### src/rtl/parity_run_sched_if.sv
// Request/grant bundle between requesters and the parity-run scheduler.
// N must match the scheduler's N parameter.
interface parity_run_sched_if #(
   parameter int unsigned N = 4
);
   localparam int unsigned IdW = (N > 1) ? $clog2(N) : 1;

   logic [N-1:0]   req;
   logic [3*N-1:0] data;
   logic [N-1:0]   gnt;
   logic           busy;
   logic           z;
   logic           done;
   logic [IdW-1:0] done_id;
   logic           hit;
   logic           aborted;

   modport master (
      output req, data,
      input  gnt, busy, z, done, done_id, hit, aborted
   );

   modport slave (
      input  req, data,
      output gnt, busy, z, done, done_id, hit, aborted
   );
endinterface

### src/rtl/parity_run_sched.sv
// Round-robin burst scheduler that tracks runs of odd-parity beats from the granted requester
// and reports a per-burst summary on a one-cycle done pulse.
module parity_run_sched #(
   parameter int unsigned N         = 4,
   parameter int unsigned BURST_LEN = 8
) (
   input logic               clk,
   input logic               reset,
   parity_run_sched_if.slave bus
);
   localparam int unsigned IdW = (N > 1) ? $clog2(N) : 1;

   localparam logic [1:0] StIdle = 2'd0;
   localparam logic [1:0] StRun  = 2'd1;
   localparam logic [1:0] StDone = 2'd2;

   localparam logic [1:0] RunA = 2'd0;
   localparam logic [1:0] RunB = 2'd1;
   localparam logic [1:0] RunC = 2'd2;
   localparam logic [1:0] RunD = 2'd3;

   localparam logic [7:0]     LastBeat = 8'(BURST_LEN - 1);
   localparam logic [IdW-1:0] LastId   = IdW'(N - 1);
   localparam logic [IdW:0]   NumReq   = (IdW + 1)'(N);

   logic [1:0]     state_q, state_d;
   logic [IdW-1:0] winner_q, winner_d;
   logic [IdW-1:0] rr_ptr_q, rr_ptr_d;
   logic [N-1:0]   gnt_q, gnt_d;
   logic [7:0]     cnt_q, cnt_d;
   logic [1:0]     run_q, run_d, run_nxt;
   logic           z_q, z_d;
   logic           hit_q, hit_d;
   logic           abort_q, abort_d;

   logic           pick_found;
   logic [IdW-1:0] pick_idx;
   logic [IdW:0]   cand;
   logic           k;

   // First requesting index at or after rr_ptr_q, wrapping at N.
   always_comb begin
      pick_found = 1'b0;
      pick_idx   = '0;
      cand       = '0;
      for (int unsigned i = 0; i < N; i++) begin
         cand = {1'b0, rr_ptr_q} + (IdW + 1)'(i);
         if (cand >= NumReq) cand = cand - NumReq;
         if (!pick_found && bus.req[cand[IdW-1:0]]) begin
            pick_found = 1'b1;
            pick_idx   = cand[IdW-1:0];
         end
      end
   end

   always_comb begin
      k = 1'b0;
      for (int unsigned i = 0; i < N; i++) begin
         if (winner_q == IdW'(i)) k = ^bus.data[3*i +: 3];
      end
      if (!k)                run_nxt = RunA;
      else if (run_q == RunD) run_nxt = RunD;
      else                   run_nxt = run_q + 2'd1;
   end

   always_comb begin
      state_d  = state_q;
      winner_d = winner_q;
      rr_ptr_d = rr_ptr_q;
      gnt_d    = gnt_q;
      cnt_d    = cnt_q;
      run_d    = run_q;
      z_d      = z_q;
      hit_d    = hit_q;
      abort_d  = abort_q;
      case (state_q)
         StIdle: begin
            gnt_d   = '0;
            cnt_d   = '0;
            run_d   = RunA;
            z_d     = 1'b0;
            hit_d   = 1'b0;
            abort_d = 1'b0;
            if (pick_found) begin
               winner_d = pick_idx;
               gnt_d    = N'(1) << pick_idx;
               state_d  = StRun;
            end
         end
         StRun: begin
            if (!bus.req[winner_q]) begin
               // Requester withdrew: this edge is not a beat.
               state_d = StDone;
               abort_d = 1'b1;
               gnt_d   = '0;
            end else begin
               run_d = run_nxt;
               z_d   = (run_nxt == RunD);
               hit_d = hit_q | (run_nxt == RunD);
               if (cnt_q == LastBeat) begin
                  state_d = StDone;
                  gnt_d   = '0;
               end else begin
                  cnt_d = cnt_q + 8'd1;
               end
            end
         end
         StDone: begin
            rr_ptr_d = (winner_q == LastId) ? '0 : winner_q + IdW'(1);
            state_d  = StIdle;
            cnt_d    = '0;
            run_d    = RunA;
            z_d      = 1'b0;
            hit_d    = 1'b0;
            abort_d  = 1'b0;
         end
         default: begin
            state_d = StIdle;
            gnt_d   = '0;
            cnt_d   = '0;
            run_d   = RunA;
            z_d     = 1'b0;
            hit_d   = 1'b0;
            abort_d = 1'b0;
         end
      endcase
   end

   always_ff @(posedge clk or negedge reset) begin
      if (!reset) begin
         state_q  <= StIdle;
         winner_q <= '0;
         rr_ptr_q <= '0;
         gnt_q    <= '0;
         cnt_q    <= '0;
         run_q    <= RunA;
         z_q      <= 1'b0;
         hit_q    <= 1'b0;
         abort_q  <= 1'b0;
      end else begin
         state_q  <= state_d;
         winner_q <= winner_d;
         rr_ptr_q <= rr_ptr_d;
         gnt_q    <= gnt_d;
         cnt_q    <= cnt_d;
         run_q    <= run_d;
         z_q      <= z_d;
         hit_q    <= hit_d;
         abort_q  <= abort_d;
      end
   end

   // Burst summary is only presented during the single DONE cycle.
   assign bus.gnt     = gnt_q;
   assign bus.busy    = (state_q == StRun);
   assign bus.z       = z_q;
   assign bus.done    = (state_q == StDone);
   assign bus.done_id = (state_q == StDone) ? winner_q : '0;
   assign bus.hit     = (state_q == StDone) & hit_q;
   assign bus.aborted = (state_q == StDone) & abort_q;
endmodule
### src/flat_wrapper.sv
// flat-port wrapper written by rule: the top's interface ports become plain ports
module parity_run_sched_flat 
#(
   parameter int unsigned N         = 4,
   parameter int unsigned BURST_LEN = 8
)
  (clk, reset, bus_req, bus_data, bus_gnt, bus_busy, bus_z, bus_done, bus_done_id, bus_hit, bus_aborted);
  parity_run_sched_if #(.N(N)) bus_i ();
  input logic clk;
  input logic reset;
  input wire logic [$bits(bus_i.req)-1:0] bus_req;
  input wire logic [$bits(bus_i.data)-1:0] bus_data;
  output wire logic [$bits(bus_i.gnt)-1:0] bus_gnt;
  output wire logic [$bits(bus_i.busy)-1:0] bus_busy;
  output wire logic [$bits(bus_i.z)-1:0] bus_z;
  output wire logic [$bits(bus_i.done)-1:0] bus_done;
  output wire logic [$bits(bus_i.done_id)-1:0] bus_done_id;
  output wire logic [$bits(bus_i.hit)-1:0] bus_hit;
  output wire logic [$bits(bus_i.aborted)-1:0] bus_aborted;
  assign bus_i.req = bus_req;
  assign bus_i.data = bus_data;
  assign bus_gnt = bus_i.gnt;
  assign bus_busy = bus_i.busy;
  assign bus_z = bus_i.z;
  assign bus_done = bus_i.done;
  assign bus_done_id = bus_i.done_id;
  assign bus_hit = bus_i.hit;
  assign bus_aborted = bus_i.aborted;
  parity_run_sched #(.N(N), .BURST_LEN(BURST_LEN)) u_core (.clk(clk), .reset(reset), .bus(bus_i));
endmodule
### config.mk
export PLATFORM = sky130hd
export DESIGN_NAME = parity_run_sched_flat
export DESIGN_NICKNAME = d
export VERILOG_FILES = /design/src/rtl/parity_run_sched_if.sv /design/src/rtl/parity_run_sched.sv /design/src/flat_wrapper.sv
export SDC_FILE = /design/constraint.sdc
export NUM_CORES = 1
export LEC_CHECK = 0
export CAP_MARGIN = 20
export CORE_MARGIN = 1
export CORE_UTILIZATION = 35
export CTS_CLUSTER_DIAMETER = 80
export CTS_CLUSTER_SIZE = 20
export DETAILED_ROUTE_END_ITERATION = 16
export PLACE_DENSITY_LB_ADDON = 0.12
export SLEW_MARGIN = 0
export SYNTH_ARGS = -nofsm -noshare
export SYNTH_HDL_FRONTEND = slang
export SYNTH_SLANG_ARGS = --single-unit
### constraint.sdc
create_clock -name clk -period 1.9 [get_ports clk]
set_input_delay 0.475 -clock clk [delete_from_list [all_inputs] [get_ports clk]]
set_output_delay 0.475 -clock clk [all_outputs]
set_load 0.1 [all_outputs]
== Word level (Yosys, flattened, before mapping) ==
Cells that the tools add are included.
W data, S select, Z words.

* Flip-flop bits (word level): 23
* Bits in latches: 0
* Memory bits (writable): 0
* Bits in read-only memories: 0
* Input port bits: 18
* Output and inout bits: 11
* Memories kept: 0

* Add/sub/neg operators: 10
* Multiply operators: 0
* Divide/modulo/power cells: 0
* Order comparisons: 9
* Equal/unequal tests: 13
* Shift operators: 1
* Mux-type cells: 49
* Bitwise gates (word level): 4
* Reduce and logical (&&, ||, !) cells: 16

{| class="wikitable"
|+ Operator list
! operator !! count
|-
| $mux W2 || 17
|-
| $mux W8 || 3
|-
| $mux W1 || 19
|-
| $lt A2 B3 Y1 const B || 5
|-
| $mux W4 || 3
|-
| $pmux W4 S3 || 1
|-
| $reduce_xor A3 Y1 || 4
|-
| $bmux W1 S2 || 5
|-
| $eq A2 B2 Y1 const B || 5
|-
| $ge A3 B3 Y1 const B || 3
|-
| $add A8 B1 Y8 const B || 1
|-
| $eq A8 B3 Y1 const B || 1
|-
| $reduce_and A2 Y1 || 4
|-
| $sub A2 B1 Y2 const B || 4
|-
| $add A2 B2 Y3 const B || 2
|-
| $add A2 B1 Y2 const B || 2
|-
| $eq A2 B1 Y1 const B || 2
|-
| $logic_not A2 Y1 || 2
|-
| $ne A2 B1 Y1 const B || 2
|-
| $ne A2 B2 Y1 const B || 2
|-
| $pmux W2 S2 || 1
|-
| $shl A1 B2 Y4 const A || 1
|-
| $add A2 B1 Y3 const B || 1
|-
| $ge A2 B3 Y1 const B || 1
|-
| other kinds (6) || 11
|}

== Depth between registers and ports, before layout ==
* Depth in word-level cells: 17
* Mapped depth: 6

== Worst setup path before layout ==
Ideal clock, no wire load.

* Path kind: register -> output
* From: reg u_core.state_q[0]
* To: out bus_hit
* Arrival: 2089 ps
* Required time: 1425 ps
* Setup slack: -664 ps
* Cell stages (with the launch flop): 4
* Buffers on the path: 0
* Cell sequence: dfrtp_1 > nand2b_1 > inv_1 > and2_1

* Word-level cells in the longest chain between the ends: 2

{| class="wikitable"
|+ Ends and longest elaborated chain
! element !! RTL line !! source
|-
| from (decl) || parity_run_sched.sv:26 || <nowiki>logic [1:0] state_q, state_d;</nowiki>
|-
| from (signal assigned) || parity_run_sched.sv:131 || <nowiki>state_q <= StIdle;</nowiki>
|-
| from (signal assigned) || parity_run_sched.sv:141 || <nowiki>state_q <= state_d;</nowiki>
|-
| $eq A2 B2 Y1 || n/a ||
|-
| net bus_done || flat_wrapper.sv:16 || <nowiki>output wire logic [$bits(bus_i.done)-1:0] bus_done;</nowiki>
|-
| $and A1 B1 Y1 || parity_run_sched.sv:159 || <nowiki>assign bus.hit = (state_q == StDone) & hit_q;</nowiki>
|-
| to (decl) || flat_wrapper.sv:18 || <nowiki>output wire logic [$bits(bus_i.hit)-1:0] bus_hit;</nowiki>
|}

The timed path passes the listed nets, and every way through them passes these cells.

== Final worst setup path ==
* From: in bus_req[3]
* To: reg u_core.cnt_q[6]

* Word-level cells in the longest chain between the ends: 4

{| class="wikitable"
|+ Ends and longest elaborated chain
! element !! RTL line !! source
|-
| from (decl) || flat_wrapper.sv:11 || <nowiki>input wire logic [$bits(bus_i.req)-1:0] bus_req;</nowiki>
|-
| $bmux W1 S2 || parity_run_sched.sv:91 || <nowiki>if (!bus.req[winner_q]) begin</nowiki>
|-
| $mux W1 (implied by the code) || parity_run_sched.sv:91 ||
|-
| $ne A2 B1 Y1 (no line) || n/a ||
|-
| $reduce_and A2 Y1 (no line) || n/a ||
|-
| to (signal assigned) || parity_run_sched.sv:145 || <nowiki>cnt_q <= cnt_d;</nowiki>
|-
| to (decl) || parity_run_sched.sv:30 || <nowiki>logic [7:0] cnt_q, cnt_d;</nowiki>
|}

Every way passes these cells. The select of a mux whose other input is x is not followed.
A chain may end at the register's enable or synchronous reset.

==> metrics.cfg <==
[clock_network]
path_clk_slew_ps=80
cts_hold_buf=0
clock-root-buffer=clkbuf_8
htreeDepth=1
cts_tree=yes
cts.sinks=23
clk_latency_ps=260
cts_buffer_depth=2
cts_buffers=3

[grt]
grt_pass1_vias=1109
grt.total_usage_pct=15.4
grt_first_pass_wirelength_um=4850
grt_max_degree=24
antenna_found_initial=0
overflow=0

[layout]
nNetsFinal=196
synthToLayoutAreaGrowth_pct=48.6
fin_util_pct=55.8
drive_above_1_share_pct=22.7
final_area_sq_um=1920
diodes=0
mostFrequentLayoutCells=23 x dfrtp_1, 15 x buf_4, 14 x nor2_1
layout_commonest_cell=dfrtp_1

[route]
first_pass_iters=4
vias=1094
finalWirelength_um=2790
drc_errors=0
drtIter0Drc=22
wl_per_cell_um=12.8
antenna_left=0
vias_per_cell=5.02

[timing]
rsz0062_at_grt=no
setup_viol=0
hold_slack_ps=504
worst_slew_pin_slew_ps=349
max_freq_mhz=535
slew_headroom_pct=76.4
hold_violations=0
fin_crit_ps=1870
finalCritPeriodShare_pct=98.4
fin_worst_skew_ps=6.59
final_max_slew_viol_count=0

[logic_synthesis]
async_flop_share_pct=100
synth_top_area_share_pct=44.6
seq_area_frac_synth_pct=44.6
syn_inst=128
yosysTopAreaCell=dfrtp_1
synth-seq-cells=23
yosys.cell_types.count=40
syn_nets=151
synth_edf_count=0
syn-cell-area_sq_um=1290
syn_avg_cell_area_sq_um=10.1
yosysWarnings=0
synthFlopType=dfrtp_1
synthTopCellsByArea=dfrtp_1 45%, ha_1 4.8%, nor2_1 4.1%

[place]
dp_hpwl_um=2100
dpl-instance-area_sq_um=1830
place_congestion=0.731
portBuffers=28

[critical_path]
crit_type=input port to flip-flop
crit_fanout=7
crit_end=u_core.cnt_q[6]
reg2reg_depth=6
r2r-start=u_core.winner_q[0]
rrSetupSlack_ps=160
startpoint_type=input port
required_ps=2060
reg2reg_to=u_core.hit_q
end_kind=flip-flop
setup.worst_path.start=bus_req[3]
arrival_ps=2030

[power]
p_total_mw=2.81
ir_drop_uv=1040
power.density_nw_per_um2=1460
leakage_nw=0.899

[floorplan]
core_sq_um=3440
io_pins=29
die_h_um=62.7
die_w_um=62.7
die-area_sq_um=3940
start_util_pct=37.5
rows=21

[hold_path]
hp-class=flip-flop to flip-flop

[run_status]
outcome=completed

[run]
cap_viol_max_count=0

-- sequential cells by signal, indices dropped and copies added, names as in the netlist --
signal	cells
u_core.run_q	2
u_core.state_q	2
u_core.bus.z	1
u_core.hit_q	1
u_core.bus.gnt	4
u_core.cnt_q	8
u_core.abort_q	1
u_core.rr_ptr_q	2
u_core.winner_q	2
-- worst min-delay path by stage --
stage / to / cells past startpoint / start / slack [ps]
2_1_floorplan: u_core.abort_q / 0 / reset / 180
3_3_place_gp: u_core.hit_q / 2 / u_core.hit_q / 460
3_5_place_dp: u_core.hit_q / 2 / u_core.hit_q / 490
4_1_cts: u_core.hit_q / 2 / u_core.hit_q / 510
5_1_grt: u_core.hit_q / 2 / u_core.hit_q / 530
6_report: u_core.hit_q / 2 / u_core.hit_q / 500
-- through the flow --
step / cells / worst slack [ps] / TNS [ps]
6_report: 218 / 31.2 / 0
5_1_grt: 218 / 9.65 / 0
4_1_cts: 217 / 15.4 / 0
3_5_place_dp: 213 / -367 / -3810
3_3_place_gp: 213 / -314 / -3140
2_1_floorplan: 128 / -424 / -1680
-- cell families after synthesis --
| family | after synthesis | share of synthesized area [%] |
|---|---|---|
| mux | 2 | 2.52 |
| buf+inv | 9 | 2.71 |
| flops | 23 | 44.6 |
| fa+ha+maj | 5 | 4.84 |
| xor+xnor | 11 | 10.9 |
| compound gates | 31 | 16.1 |
| simple gates | 47 | 18.4 |
-- worst max-delay path: stages --
cell and delay, ps:
clkdlybuf4s50_1 440, mux4_2 580, buf_4 180, and4_1 170, xnor2_1 130, nor2_1 50
-- cell type report --
class,instances,area [sq um]
clock buffers,3,41.3
clock inverters,1,5.00
fillers,297,1520
inverters,6,22.5
multi-input cells,96,704
flip-flops and latches,23,576
well taps,46,57.6
repair buffers,43,513
-- routing by layer --
layer / vias up / GRT usage, % / wire length (um) / share of wire (%)
li1: 546 / - / - / -
met1: 518 / 19.4 / 1310 / 47
met2: 26 / 26.2 / 1320 / 47
met3: 4 / 4.01 / 135 / 4.8
met4: 0 / 3.49 / 21 / 0.75
met5: - / 0 / 0 / 0
-- report_power, final --
part	total (mW)	internal, mW	switching [mW]
sequential	0.776	0.629	0.147
clock	0.301	0.146	0.154
combinational	1.73	0.701	1.03
total	2.81	1.48	1.33
-- cell usage after synthesis, drive strengths merged, types with 2 or more instances --
master / n
clkbuf: 2
or4: 3
nand2b: 4
xor3: 2
ha: 5
inv: 6
a22o: 2
o22ai: 3
o21a: 2
dfrtp: 23
a21oi: 7
xnor2: 4
o21ai: 7
o2bb2ai: 2
nand3: 4
and2: 3
o211ai: 2
xor2: 4
nand2: 13
nor2: 14
-- repair_timing --
action / 4_1_cts / 5_1_grt
gates resized for setup: 2 / 8
setup endpoints to repair: 5 / 6
pin swaps: 0 / 6
setup buffers: 0 / 1
Note: power is estimated with default switching activity, not from simulation.
